File: src/rtl/dm_access_ctrl_pkg.sv
// Shared data-memory constants and controller state encoding, used by both the
// data memory and its access controller.
package dm_access_ctrl_pkg;

   localparam int unsigned DmDepth = 32;
   localparam int unsigned DmAddrW = 12;
   localparam int unsigned DmDataW = 32;

   typedef enum logic [2:0] {
      StIdle  = 3'd0,
      StWr    = 3'd1,
      StRd    = 3'd2,
      StRdCap = 3'd3,
      StRsp   = 3'd4
   } dm_state_e;

endpackage

File: src/rtl/dm_access_ctrl_if.sv
// Requester-side valid/ready request and response channels of the data-memory
// access controller.
interface dm_access_ctrl_if
   import dm_access_ctrl_pkg::*;
#(
   parameter int unsigned ADDR_W = DmAddrW,
   parameter int unsigned DATA_W = DmDataW
) ();

   logic              req_valid;
   logic              req_ready;
   logic              req_we;
   logic [ADDR_W-1:0] req_addr;
   logic [DATA_W-1:0] req_wdata;
   logic              rsp_valid;
   logic              rsp_ready;
   logic [DATA_W-1:0] rsp_rdata;
   logic              rsp_err;

   modport master (
      output req_valid, req_we, req_addr, req_wdata, rsp_ready,
      input  req_ready, rsp_valid, rsp_rdata, rsp_err
   );

   modport slave (
      input  req_valid, req_we, req_addr, req_wdata, rsp_ready,
      output req_ready, rsp_valid, rsp_rdata, rsp_err
   );

endinterface

File: src/rtl/dm_access_ctrl.sv
// Single-outstanding access controller between a valid/ready requester and a
// synchronous data memory (read data registered by the memory one edge later).
module dm_access_ctrl
   import dm_access_ctrl_pkg::*;
#(
   parameter int unsigned DEPTH  = DmDepth,
   parameter int unsigned ADDR_W = DmAddrW,
   parameter int unsigned DATA_W = DmDataW
) (
   input  logic              clk,
   input  logic              rst,
   dm_access_ctrl_if.slave   bus,
   output logic              dm_we_o,
   output logic [ADDR_W-1:0] dm_add_o,
   output logic [DATA_W-1:0] dm_data_o,
   input  logic [DATA_W-1:0] dm_out_i
);

   // One extra bit so DEPTH = 2**ADDR_W still compares correctly.
   localparam logic [ADDR_W:0] DepthCmp = (ADDR_W + 1)'(DEPTH);

   dm_state_e         state_q, state_d;
   logic [ADDR_W-1:0] addr_q, addr_d;
   logic [DATA_W-1:0] wdata_q, wdata_d;
   logic [DATA_W-1:0] rdata_q, rdata_d;
   logic              err_q, err_d;
   logic              in_range;

   assign in_range = ({1'b0, bus.req_addr} < DepthCmp);

   always_comb begin
      state_d       = state_q;
      addr_d        = addr_q;
      wdata_d       = wdata_q;
      rdata_d       = rdata_q;
      err_d         = err_q;
      bus.req_ready = 1'b0;
      bus.rsp_valid = 1'b0;
      dm_we_o       = 1'b0;

      unique case (state_q)
         StIdle: begin
            bus.req_ready = 1'b1;
            if (bus.req_valid) begin
               addr_d  = bus.req_addr;
               wdata_d = bus.req_wdata;
               rdata_d = '0;
               err_d   = ~in_range;
               if (!in_range) begin
                  state_d = StRsp;
               end else if (bus.req_we) begin
                  state_d = StWr;
               end else begin
                  state_d = StRd;
               end
            end
         end
         StWr: begin
            dm_we_o = 1'b1;
            state_d = StRsp;
         end
         StRd: begin
            state_d = StRdCap;
         end
         StRdCap: begin
            // Memory registered dm_out on the edge that ended StRd.
            rdata_d = dm_out_i;
            state_d = StRsp;
         end
         StRsp: begin
            bus.rsp_valid = 1'b1;
            if (bus.rsp_ready) begin
               state_d = StIdle;
            end
         end
         default: begin
            state_d = StIdle;
         end
      endcase
   end

   always_ff @(posedge clk) begin
      if (rst) begin
         state_q <= StIdle;
         addr_q  <= '0;
         wdata_q <= '0;
         rdata_q <= '0;
         err_q   <= 1'b0;
      end else begin
         state_q <= state_d;
         addr_q  <= addr_d;
         wdata_q <= wdata_d;
         rdata_q <= rdata_d;
         err_q   <= err_d;
      end
   end

   assign dm_add_o      = addr_q;
   assign dm_data_o     = wdata_q;
   assign bus.rsp_rdata = rdata_q;
   assign bus.rsp_err   = err_q;

endmodule
File: src/flat_wrapper.sv
// flat-port wrapper written by rule: the top's interface ports become plain ports
module dm_access_ctrl_flat import dm_access_ctrl_pkg::*;
#(
   parameter int unsigned DEPTH  = DmDepth,
   parameter int unsigned ADDR_W = DmAddrW,
   parameter int unsigned DATA_W = DmDataW
)
  (clk, rst, dm_we_o, dm_add_o, dm_data_o, dm_out_i, bus_req_valid, bus_req_we, bus_req_addr, bus_req_wdata, bus_rsp_ready, bus_req_ready, bus_rsp_valid, bus_rsp_rdata, bus_rsp_err);
  dm_access_ctrl_if #(.ADDR_W(ADDR_W), .DATA_W(DATA_W)) bus_i ();
  input  logic clk;
  input  logic rst;
  output logic dm_we_o;
  output logic [ADDR_W-1:0] dm_add_o;
  output logic [DATA_W-1:0] dm_data_o;
  input  logic [DATA_W-1:0] dm_out_i;
  input wire logic [$bits(bus_i.req_valid)-1:0] bus_req_valid;
  input wire logic [$bits(bus_i.req_we)-1:0] bus_req_we;
  input wire logic [$bits(bus_i.req_addr)-1:0] bus_req_addr;
  input wire logic [$bits(bus_i.req_wdata)-1:0] bus_req_wdata;
  input wire logic [$bits(bus_i.rsp_ready)-1:0] bus_rsp_ready;
  output wire logic [$bits(bus_i.req_ready)-1:0] bus_req_ready;
  output wire logic [$bits(bus_i.rsp_valid)-1:0] bus_rsp_valid;
  output wire logic [$bits(bus_i.rsp_rdata)-1:0] bus_rsp_rdata;
  output wire logic [$bits(bus_i.rsp_err)-1:0] bus_rsp_err;
  assign bus_i.req_valid = bus_req_valid;
  assign bus_i.req_we = bus_req_we;
  assign bus_i.req_addr = bus_req_addr;
  assign bus_i.req_wdata = bus_req_wdata;
  assign bus_i.rsp_ready = bus_rsp_ready;
  assign bus_req_ready = bus_i.req_ready;
  assign bus_rsp_valid = bus_i.rsp_valid;
  assign bus_rsp_rdata = bus_i.rsp_rdata;
  assign bus_rsp_err = bus_i.rsp_err;
  dm_access_ctrl #(.DEPTH(DEPTH), .ADDR_W(ADDR_W), .DATA_W(DATA_W)) u_core (.clk(clk), .rst(rst), .bus(bus_i), .dm_we_o(dm_we_o), .dm_add_o(dm_add_o), .dm_data_o(dm_data_o), .dm_out_i(dm_out_i));
endmodule
File: config.mk
export PLATFORM = sky130hd
export DESIGN_NAME = dm_access_ctrl_flat
export DESIGN_NICKNAME = d
export VERILOG_FILES = /design/src/rtl/dm_access_ctrl_pkg.sv /design/src/rtl/dm_access_ctrl_if.sv /design/src/rtl/dm_access_ctrl.sv /design/src/flat_wrapper.sv
export SDC_FILE = /design/constraint.sdc
export NUM_CORES = 1
export LEC_CHECK = 0
export CAP_MARGIN = 20
export CORE_MARGIN = 2
export CORE_UTILIZATION = 40
export CTS_BUF_LIST = sky130_fd_sc_hd__clkbuf_8
export DETAILED_ROUTE_END_ITERATION = 6
export PLACE_DENSITY = 0.82
export SYNTH_ARGS = -nofsm -noshare
export SYNTH_HDL_FRONTEND = slang
export SYNTH_SLANG_ARGS = --single-unit
File: constraint.sdc
create_clock -name clk -period 1.9 [get_ports clk]
set_input_delay 0.285 -clock clk [delete_from_list [all_inputs] [get_ports clk]]
set_output_delay 0.285 -clock clk [all_outputs]
set_load 0.02 [all_outputs]
==> metrics.csv, run 1 <==
stage,metric,value,unit
die,dieWidth,90.0,um
sta,setup_viol,0,
clock_network,clkTransAtPathRegs,0.09,ns
die,fp-row-count,31,
clock_network,cts_buffers,9,
sta,clock_skew,0.00990,ns
logic_synthesis,postSynth.asyncResetShare,0,%
logic_synthesis,syn_area_per_cell,9.00,um^2
setup_path,slowest_stage,dfxtp_1,
logic_synthesis,syn_nets,410,
setup_path,critPathMaxStageDelay,0.50,ns
setup_path,crit_required,1.62,ns
grt,gr-total-overflow,0,
setup_path,crit_arrival,1.42,ns
routing,routed_wl,8.01,mm
grt,antenna_found_initial,0,
logic_synthesis,synthTopCellsByArea,"dfxtp_1 54%, nand2_1 11%, a22oi_1 8.1%",
sta,fmax,587,MHz
sta,fin_setup_tns,0,ns
logic_synthesis,synthCells,329,
die,die_area,0.00811,mm^2
grt,grt_pass1_vias,2760,
hold_path,min_from,rst,
routing,via_per_inst,4.84,
sta,worst_pin_slew,0.707,ns
sta,worst_slack,0.195,ns
pwr,p_leak,1.72,nW
grt,grt_max_degree,45,
routing,vias,2835,
grt,track_usage,19.8,%
setup_path,worstReg2RegEnd,u_core.bus.rsp_rdata[21]$_SDFFE_PP0P_,
sta,fin_crit,1.70,ns
clock_network,cts_tree,done,
logic_synthesis,synth_seq_area_share,54.1,%
setup_path,path_cells,nor2_1 -> and2_1 -> dlygate4sd2_1,
sta,slew_headroom,52.8,%
clock_network,cts-root-buf,clkbuf_8,
clock_network,clk_latency,0.34,ns
setup_path,crit_end,bus_rsp_valid,
routing,ant_nets,0,
setup_path,critPathBufInv,1,
place,io_buffers,160,
logic_synthesis,yosysMostFrequentCell,nand2_1,
final_layout,diodes,0,
logic_synthesis,synth_top_area_cell,dfxtp_1,
grt,grt_pass1_wl,13.1,mm
logic_synthesis,synth_top_area_share,54.1,%
sta,drv_slew,0,
pwr,vdd_drop_max,0.476,mV
run_status,status,"complete, no violations",
clock_network,cts-hold-fix-buffers,0,
logic_synthesis,yosysUniqueCellTypes,29,
setup_path,path_delay_family,flip-flops,
sta,fin_crit_sh,89.7,%
sta,hold_violations,0,
run,cap_viol_max_count,0,
die,fp.dieH,90.0,um
die,ios,161,
pwr,p_per_area,875,mW/mm^2
final_layout,layout.nets,563,
place,place_ws,0.0376,ns
die,initial_core_util,41.1,%
sta,rsz0062_at_grt,false,
logic_synthesis,synth_seq_cells,80,
sta,hold_ws,0.364,ns
setup_path,r2r_setup_slack,0.25,ns
setup_path,rr_worst_depth,4,
clock_network,h-tree-depth,3,
routing,drt-initial-drc-count,94,
hold_path,hold_depth,2,
final_layout,drive_gt1_share,8.62,%
setup_path,worstReg2RegStart,u_core.state_q[2]$_SDFFE_PP0P_,
die,coreArea,0.00721,mm^2
logic_synthesis,synth-main-ff-cell,dfxtp_1,
hold_path,min_path_type,primary input to flop,
logic_synthesis,synth_area,0.00296,mm^2
routing,firstDrtPassIters,5,
pwr,finalPower,0.00420,W
clock_network,clockBufferDepth,2,
setup_path,cp.depth,3,
routing,drcViolationCount,0,
final_layout,area_growth,62.1,%
setup_path,crit_path_start,u_core.state_q[1]$_SDFFE_PP0P_,
place,place_congestion,0.765,
setup_path,start_kind,flop,
clock_network,clock-sinks,80,
logic_synthesis,synth-edff-count,0,
setup_path,worstSetupPathType,flop to primary output,
routing,avgRoutedWirePerCell,13.7,um
setup_path,cp-end-kind,primary output,
place,dp_hpwl,5.82,mm
logic_synthesis,synth_common_cells,"89 x nand2_1, 80 x dfxtp_1, 37 x nor2_1",
logic_synthesis,yosysWarnings,0,
final_layout,fillers,594,
setup_path,path_max_fanout,7,
what timing repair did:
item,CTS,global route
setup endpoints to repair,3,0
gates resized for setup,5,0
setup buffers,0,0
cell families (layout without fill, tap and decap cells):
group                  after synthesis  count (layout)  share of synthesized area (%)
buffers and inverters               26             184                           6.72
AND/OR/NAND/NOR                    140             140                           20.5
AO/OA/AOI/OAI                       82              82                           18.3
flip-flops                          80              80                           54.1
multiplexers                         1               1                          0.338
layout make-up:
type                    instances  area [um^2]  share of cell area, %
repair buffers                168         1690                   35.2
flip-flops and latches         80         1600                   33.4
multi-input cells             223         1160                   24.2
clock buffers                   9          124                   2.58
well taps                      99          124                   2.58
clock inverters                 7         96.3                   2.01
placed cells by master, fill, tap and decap left out, types with 2 or more instances in the layout:
cell / count
dlygate4sd2_1: 3
a22oi_1: 32
dfxtp_1: 78
bufinv_16: 2
nor2_1: 37
dfxtp_2: 2
nand2_1: 89
nand2b_1: 2
a21oi_1: 34
buf_4: 5
a21oi_2: 11
buf_12: 3
clkinvlp_4: 2
clkbuf_8: 9
clkdlybuf4s50_1: 156
a21boi_1: 2
power breakdown:
part	switching [W]	total (W)	internal, W
Clock	0.000614	0.00136	0.000742
Sequential	0.0000722	0.00186	0.00179
Combinational	0.000500	0.000982	0.000482
flip-flops by register name, summed over array words and instances, names as in the netlist:
name / count
u_core.bus.rsp_err: 1
u_core.bus.rsp_rdata: 32
u_core.dm_add_o: 12
u_core.dm_data_o: 32
u_core.state_q: 3
how the worst min path moves through the flow:
stage,slack (ns),to
3_5_place_dp,0.45,u_core.dm_data_o[26]$_SDFFE_PP0P_
3_3_place_gp,0.44,u_core.dm_data_o[16]$_SDFFE_PP0P_
4_1_cts,0.35,u_core.dm_data_o[0]$_SDFFE_PP0P_
6_report,0.36,u_core.dm_data_o[0]$_SDFFE_PP0P_
5_1_grt,0.37,u_core.dm_data_o[0]$_SDFFE_PP0P_
2_1_floorplan,0.42,u_core.dm_add_o[2]$_SDFFE_PP0P_
metal layers:
layer | GRT usage (%) | vias to the layer above | wire length (um)
met5 | 0 | - | 0
met4 | 7.31 | 0 | 119
met3 | 7.54 | 10 | 774
met2 | 33.3 | 120 | 3790
met1 | 22.9 | 1300 | 3320
li1 | - | 1405 | -
per-stage QoR:
stage | utilization [%] | cells | cell area, um^2
2_1_floorplan | - | 329 | 2960
3_3_place_gp | 63.5 | 570 | 4580
3_5_place_dp | 63.5 | 570 | 4580
4_1_cts | 66.5 | 586 | 4800
5_1_grt | 66.5 | 586 | 4800
6_report | 66.5 | 586 | 4800
(Power assumes the default switching activity.)
==> run 2: changes to the inputs <==
--- a/config.mk
+++ b/config.mk
@@ -5,8 +5,8 @@
 export SDC_FILE = /design/constraint.sdc
 export NUM_CORES = 1
 export LEC_CHECK = 0
+export ABC_CLOCK_PERIOD_IN_PS = 1900
 export CAP_MARGIN = 20
-export CORE_MARGIN = 2
 export CORE_UTILIZATION = 40
 export CTS_BUF_LIST = sky130_fd_sc_hd__clkbuf_8
 export DETAILED_ROUTE_END_ITERATION = 6
==> run 2 against run 1 <==
Against the previous run: power decreased by 2.2%; global-route usage decreased by 0.58 points; cell area about the same; first-iteration DRC count decreased by 18%; sequential share of layout area about the same; setup slack improved by 0.026 ns; wire length decreased by 4.2%; worst hold slack improved by 0.0059 ns; clock power decreased by 7%; sequential cell count unchanged; die area decreased by 4.4%; critical endpoint unchanged.
==> metrics.csv, run 2 (synthesis results as in run 1) <==
stage,metric,value,unit,change
run_status,status,"complete, no violations",,
routing,routed_wl,7.68,mm,-4.2%
die,ios,161,,unchanged
setup_path,cp.depth,3,,unchanged
pwr,comb_power_share,24.1,%,+0.7 points
clock_network,cts_buffers,9,,unchanged
final_layout,fin_area,0.00480,mm^2,about the same
place,place_congestion,0.773,,+0.99%
grt,grt_pass1_wl,11.8,mm,-10%
grt,gr-total-overflow,0,,unchanged
die,fp-row-count,31,,unchanged
final_layout,area_growth,62.0,%,about the same
place,dp_hpwl,5.45,mm,-6.4%
final_layout,layout.nets,563,,unchanged
place,dpl-instance-area,0.00459,mm^2,+0.27%
grt,antenna_found_initial,0,,unchanged
place,placed_cells,570,,unchanged
sta,hold_violations,0,,unchanged
grt,track_usage,19.2,%,-0.58 points
setup_path,crit_required,1.62,ns,about the same
routing,firstDrtPassIters,4,,-1
setup_path,start_kind,flop,,
die,die_area,0.00775,mm^2,-4.4%
clock_network,h-tree-depth,3,,unchanged
sta,rsz0062_at_grt,false,,
grt,grt_pass1_vias,2677,,-3.0%
setup_path,crit_arrival,1.39,ns,-0.03 ns
setup_path,path_max_fanout,7,,unchanged
sta,setup_viol,0,,unchanged
pwr,p_sw,0.00115,W,-2.9%
routing,vias,2809,,-0.92%
die,coreArea,0.00721,mm^2,unchanged
place,io_buffers,160,,unchanged
pwr,p_clk_share,30.6,%,-1.7 points
setup_path,worstSetupPathType,flop to primary output,,
final_layout,diodes,0,,unchanged
sta,slew_headroom,72.0,%,+19 points
final_layout,final_common_cell,clkdlybuf4s50_1,,
sta,worst_pin_slew,0.420,ns,-0.287 ns
setup_path,cp-end-kind,primary output,,
clock_network,cts_tree,done,,
sta,clock_skew,0.00972,ns,-0.000175 ns
sta,fin_crit_sh,88.4,%,-1.4 points
pwr,pwr-share-seq,45.3,%,+1.0 points
die,dieWidth,88.0,um,-2.2%
die,initial_core_util,41.1,%,unchanged
setup_path,path_cells,nor2_1 -> and2_1 -> dlygate4sd2_1,,
routing,via_per_inst,4.79,,-0.92%
setup_path,path_delay_family,flip-flops,,
clock_network,cts-root-buf,clkbuf_8,,
final_layout,final_cell_mix,"156 x clkdlybuf4s50_1, 89 x nand2_1, 79 x dfxtp_1, 37 x nor2_1, 34 x a21oi_1",,
routing,drt-initial-drc-count,77,,-18%
clock_network,clock-sinks,80,,unchanged
grt,grt_max_degree,47,,+4.4%
final_layout,fin_util,66.5,%,about the same
setup_path,critPathMaxStageDelay,0.49,ns,about the same
clock_network,clk_latency,0.32,ns,-0.02 ns
pwr,vdd_drop_max,0.449,mV,-5.6%
routing,drcViolationCount,0,,unchanged
sta,fin_crit,1.68,ns,-0.0259 ns
hold_path,hold_depth,2,,unchanged
clock_network,clockBufferDepth,2,,unchanged
sta,worst_slack,0.221,ns,+0.0259 ns
sta,fin_setup_tns,0,ns,unchanged
pwr,power.internal,0.00296,W,-1.9%
sta,drv_slew,0,,unchanged
hold_path,min_path_type,primary input to flop,,
clock_network,cts_post_setup_buffers_inserted,0,,unchanged
final_layout,stdcell_count,586,,unchanged
routing,ant_nets,0,,unchanged
setup_path,r2r_setup_slack,0.46,ns,+0.21 ns
final_layout,drive_gt1_share,8.62,%,unchanged
pwr,switching_share,28.0,%,-0.19 points
pwr,p_leak,1.72,nW,about the same
clock_network,clkTransAtPathRegs,0.08,ns,about the same
setup_path,critPathBufInv,1,,unchanged
pwr,p_per_area,856,mW/mm^2,-2.2%
sta,fmax,596,MHz,+1.5%
place,place_ws,-0.0127,ns,-0.0502 ns
run,cap_viol_max_count,0,,unchanged
setup_path,rr_worst_depth,4,,unchanged
routing,avgRoutedWirePerCell,13.1,um,-4.2%
setup_path,slowest_stage,dfxtp_1,,
die,fp.dieH,88.0,um,-2.2%
[run 2: cell types whose count changed in the layout (fill, tap and decap cells not counted), sizes merged]
cell    delta
inv        -2
clkbuf     +2
bufinv     -1
clkinv     +1
[run 2: layer usage]
layer,share of wire (%),global-route usage [%],wire [um],vias up
met3,9.4,5.66,724,5
li1,-,-,-,1410
met4,0.60,5.72,46,0
met2,48,33.0,3670,108
met1,42,23.4,3240,1286
met5,0,0,0,-
[run 2: path summary, 6_finish.rpt]
kind	start	to
worst max-delay path	u_core.state_q[1]$_SDFFE_PP0P_	bus_rsp_valid
worst min-delay path	rst	u_core.bus.rsp_rdata[9]$_SDFFE_PP0P_
worst max register to register	u_core.state_q[1]$_SDFFE_PP0P_	u_core.bus.rsp_rdata[31]$_SDFFE_PP0P_
worst min register to register	u_core.dm_data_o[31]$_SDFFE_PP0P_	u_core.dm_data_o[31]$_SDFFE_PP0P_
[run 2: cell type report]
type                       count  area, um^2
tap                           99         124
sequential                    80        1600
clock inverter                 5        55.1
fill                         595        2420
clock buffer                  11         151
multi-input combinational    223        1160
timing repair buffer         168        1700
[run 2: power groups by stage]
stage	logic, W	registers [W]	clock network, W
floorplan	0.000450	0.00201	0
global placement	0.000993	0.00189	0
detailed placement	0.00101	0.00190	0
CTS	0.00100	0.00186	0.00131
global route	0.00107	0.00187	0.00137
finish	0.000991	0.00186	0.00126
[run 2: timing repair]
action	in CTS	in global routing
resized for setup	4	0
endpoints found under the setup margin	3	0
hold buffers	0	0
[run 2: metrics by stage]
stage,total power (W),hold slack [ns]
after CTS,0.00418,0.356
after global routing,0.00432,0.367
final,0.00411,0.370
after global placement,0.00289,0.442
after detailed placement,0.00291,0.446
after floorplan,0.00246,0.421
==> run 3: changes to the inputs <==
--- a/config.mk
+++ b/config.mk
@@ -5,8 +5,9 @@
 export SDC_FILE = /design/constraint.sdc
 export NUM_CORES = 1
 export LEC_CHECK = 0
-export ABC_CLOCK_PERIOD_IN_PS = 1900
+export ABC_CLOCK_PERIOD_IN_PS = 1600
 export CAP_MARGIN = 20
+export CORE_MARGIN = 5
 export CORE_UTILIZATION = 40
 export CTS_BUF_LIST = sky130_fd_sc_hd__clkbuf_8
 export DETAILED_ROUTE_END_ITERATION = 6
==> constraint.sdc (replaced) <==
create_clock -name clk -period 1.6 [get_ports clk]
set_input_delay 0.24 -clock clk [delete_from_list [all_inputs] [get_ports clk]]
set_output_delay 0.24 -clock clk [all_outputs]
set_load 0.02 [all_outputs]
==> run 3 against run 2 <==
Against the previous run: core utilization is 2.0 points higher; largest cell class unchanged; clock power rose by 29%; global-route usage fell by 1.3 points; non-clock buffer count increased by 11; first-iteration DRC count is 55% higher; die area rose by 19%; wire length increased by 13%; sequential power grew 18%; sequential cell count stayed put; setup slack worse by 0.17 ns; sequential share of layout area fell by 0.97 points.
==> metrics.csv, run 3 (synthesis results as in run 1) <==
stage,metric,value,unit,change
clock_network,cts-hold-fix-buffers,0,,unchanged
sta,worst_pin_slew,0.298,ns,-0.122 ns
final_layout,final_cell_mix,"147 x clkdlybuf4s50_1, 89 x nand2_1, 78 x dfxtp_1, 37 x nor2_1, 34 x a21oi_1",,
clock_network,clockBufferDepth,2,,unchanged
setup_path,start_kind,flop,,
routing,routed_wl,8.66,mm,+13%
clock_network,h-tree-depth,3,,unchanged
pwr,finalPower,0.00508,W,+24%
place,io_buffers,160,,unchanged
clock_network,cts_tree,done,,
die,initial_core_util,41.1,%,unchanged
hold_path,min_from,rst,,
sta,clock_skew,0.00724,ns,-0.00248 ns
setup_path,worstReg2RegEnd,u_core.bus.rsp_rdata[16]$_SDFFE_PP0P_,,
final_layout,fillers,584,,-1.8%
grt,grt_pass1_vias,2848,,+6.4%
final_layout,area_growth,67.0,%,
place,dp_hpwl,6.42,mm,+18%
setup_path,path_max_fanout,2,,-5
grt,track_usage,17.9,%,-1.3 points
final_layout,final_common_cell,clkdlybuf4s50_1,,
grt,grt_max_degree,45,,-4.3%
final_layout,fin_area,0.00494,mm^2,+3.1%
grt,antenna_found_initial,0,,unchanged
final_layout,seq_area,0.00160,mm^2,about the same
sta,drv_slew,0,,unchanged
routing,drt-initial-drc-count,119,,+55%
hold_path,min_to,u_core.dm_add_o[5]$_SDFFE_PP0P_,,
grt,gr-total-overflow,0,,unchanged
sta,slew_headroom,80.1,%,+8.1 points
hold_path,min_path_type,primary input to flop,,
place,place_congestion,0.808,,+4.5%
run,cap_viol_max_count,0,,unchanged
sta,fin_crit_sh,96.9,%,
setup_path,path_delay_family,buffers and inverters,,
final_layout,layout.nets,574,,+2.0%
routing,vias,2880,,+2.5%
die,die_area,0.00922,mm^2,+19%
clock_network,cts-root-buf,clkbuf_8,,
routing,avgRoutedWirePerCell,14.5,um,+11%
die,coreArea,0.00721,mm^2,unchanged
final_layout,multi_input_area,0.00119,mm^2,+2.6%
hold_path,hold_depth,2,,unchanged
setup_path,critPathMaxStageDelay,0.62,ns,+0.13 ns
setup_path,worstReg2RegStart,u_core.state_q[1]$_SDFFE_PP0P_,,
final_layout,drive_gt1_share,12.3,%,+3.6 points
die,ios,161,,unchanged
sta,fin_crit,1.55,ns,
routing,firstDrtPassIters,4,,unchanged
routing,via_per_inst,4.83,,+0.81%
setup_path,path_cells,clkdlybuf4s50_1,,
die,fp-row-count,31,,unchanged
die,dieWidth,96.0,um,+9.1%
pwr,p_per_area,1030,mW/mm^2,+20%
clock_network,clock-sinks,80,,unchanged
clock_network,clkTransAtPathRegs,0.08,ns,about the same
grt,grt_pass1_wl,12.9,mm,+9.7%
setup_path,critPathBufInv,1,,unchanged
setup_path,slowest_stage,clkdlybuf4s50_1,,
sta,hold_violations,0,,unchanged
setup_path,rr_worst_depth,7,,+3
setup_path,crit_arrival,1.31,ns,-0.08 ns
place,dpl-instance-area,0.00467,mm^2,+1.6%
clock_network,cts_buffers,9,,unchanged
sta,fmax,645,MHz,
final_layout,diodes,0,,unchanged
routing,ant_nets,0,,unchanged
routing,drcViolationCount,0,,unchanged
setup_path,worstSetupPathType,flop to primary output,,
pwr,vdd_drop_max,0.495,mV,+10%
setup_path,crit_required,1.36,ns,-0.26 ns
sta,setup_viol,0,,unchanged
sta,rsz0062_at_grt,true,,
final_layout,fin_util,68.5,%,+2.0 points
clock_network,clk_latency,0.33,ns,about the same
setup_path,cp-end-kind,primary output,,
setup_path,r2r_setup_slack,0.08,ns,-0.38 ns
pwr,p_leak,1.94,nW,+13%
die,fp.dieH,96.0,um,+9.1%
run_status,status,"complete, no violations",,
[run 3: changes by cell type in the layout (fill, tap and decap cells not counted), moves of 2 or more]
cell and delta:
a22oi_2 +6, dlymetal6s2s_1 +9, dlygate4sd2_1 -2, clkdlybuf4s50_1 -9, a22oi_1 -6, buf_4 +11
[run 3: metal layers]
layer / part of all wire, % / global-route usage [%] / up-vias
met1: 38 / 19.9 / 1310
met4: 1.5 / 6.99 / 0
met3: 12 / 7.97 / 13
li1: - / - / 1426
met2: 48 / 29.9 / 131
met5: 0 / 0 / -
[run 3: area by class of cell]
cell class,count,share of cell area (%)
Sequential cell,80,32.4
Clock buffer,10,2.78
Tap cell,99,2.51
Clock inverter,5,1.64
Timing Repair Buffer,179,36.5
Multi-Input combinational cell,223,24.1
[run 3: worst max-delay path by stage]
| stage | start | end | slack [ns] | cells after the start |
|---|---|---|---|---|
| floorplan | u_core.state_q[2]$_SDFFE_PP0P_ | u_core.dm_add_o[10]$_SDFFE_PP0P_ | 0.29 | 6 |
| global placement | bus_req_addr[7] | u_core.state_q[2]$_SDFFE_PP0P_ | -0.21 | 5 |
| detailed placement | bus_req_addr[7] | u_core.state_q[2]$_SDFFE_PP0P_ | -0.23 | 5 |
| CTS | u_core.state_q[0]$_SDFFE_PP0P_ | dm_we_o | 0.008 | 3 |
| global route | u_core.state_q[1]$_SDFFE_PP0P_ | u_core.bus.rsp_rdata[17]$_SDFFE_PP0P_ | -0.007 | 7 |
| finish | u_core.bus.rsp_rdata[21]$_SDFFE_PP0P_ | bus_rsp_rdata[21] | 0.05 | 1 |
[run 3: power by group]
group	switching (W)	total, W	internal, W	leakage, nW
Clock	0.000703	0.00162	0.000913	0.108
Sequential	0.0000731	0.00220	0.00213	0.652
Combinational	0.000631	0.00126	0.000631	1.18
Total	0.00141	0.00508	0.00367	1.94
[run 3: through the flow]
stage | hold WS (ns) | instances | TNS (ns) | setup WS (ns)
after CTS | 0.254 | 595 | 0 | 0.00849
after global placement | 0.442 | 580 | -2.79 | -0.210
after global routing | 0.262 | 596 | -0.0264 | -0.00679
after detailed placement | 0.446 | 580 | -5.84 | -0.229
final | 0.269 | 596 | 0 | 0.0494
after floorplan | 0.376 | 329 | 0 | 0.287
[run 3: timing repair]
| item | 4_1_cts | 5_1_grt |
|---|---|---|
| setup buffers | 0 | 1 |
| resized for setup | 6 | 18 |
| setup endpoints to repair | 3 | 45 |
| pin swaps | 0 | 1 |
| endpoints found under the hold margin | 0 | 0 |
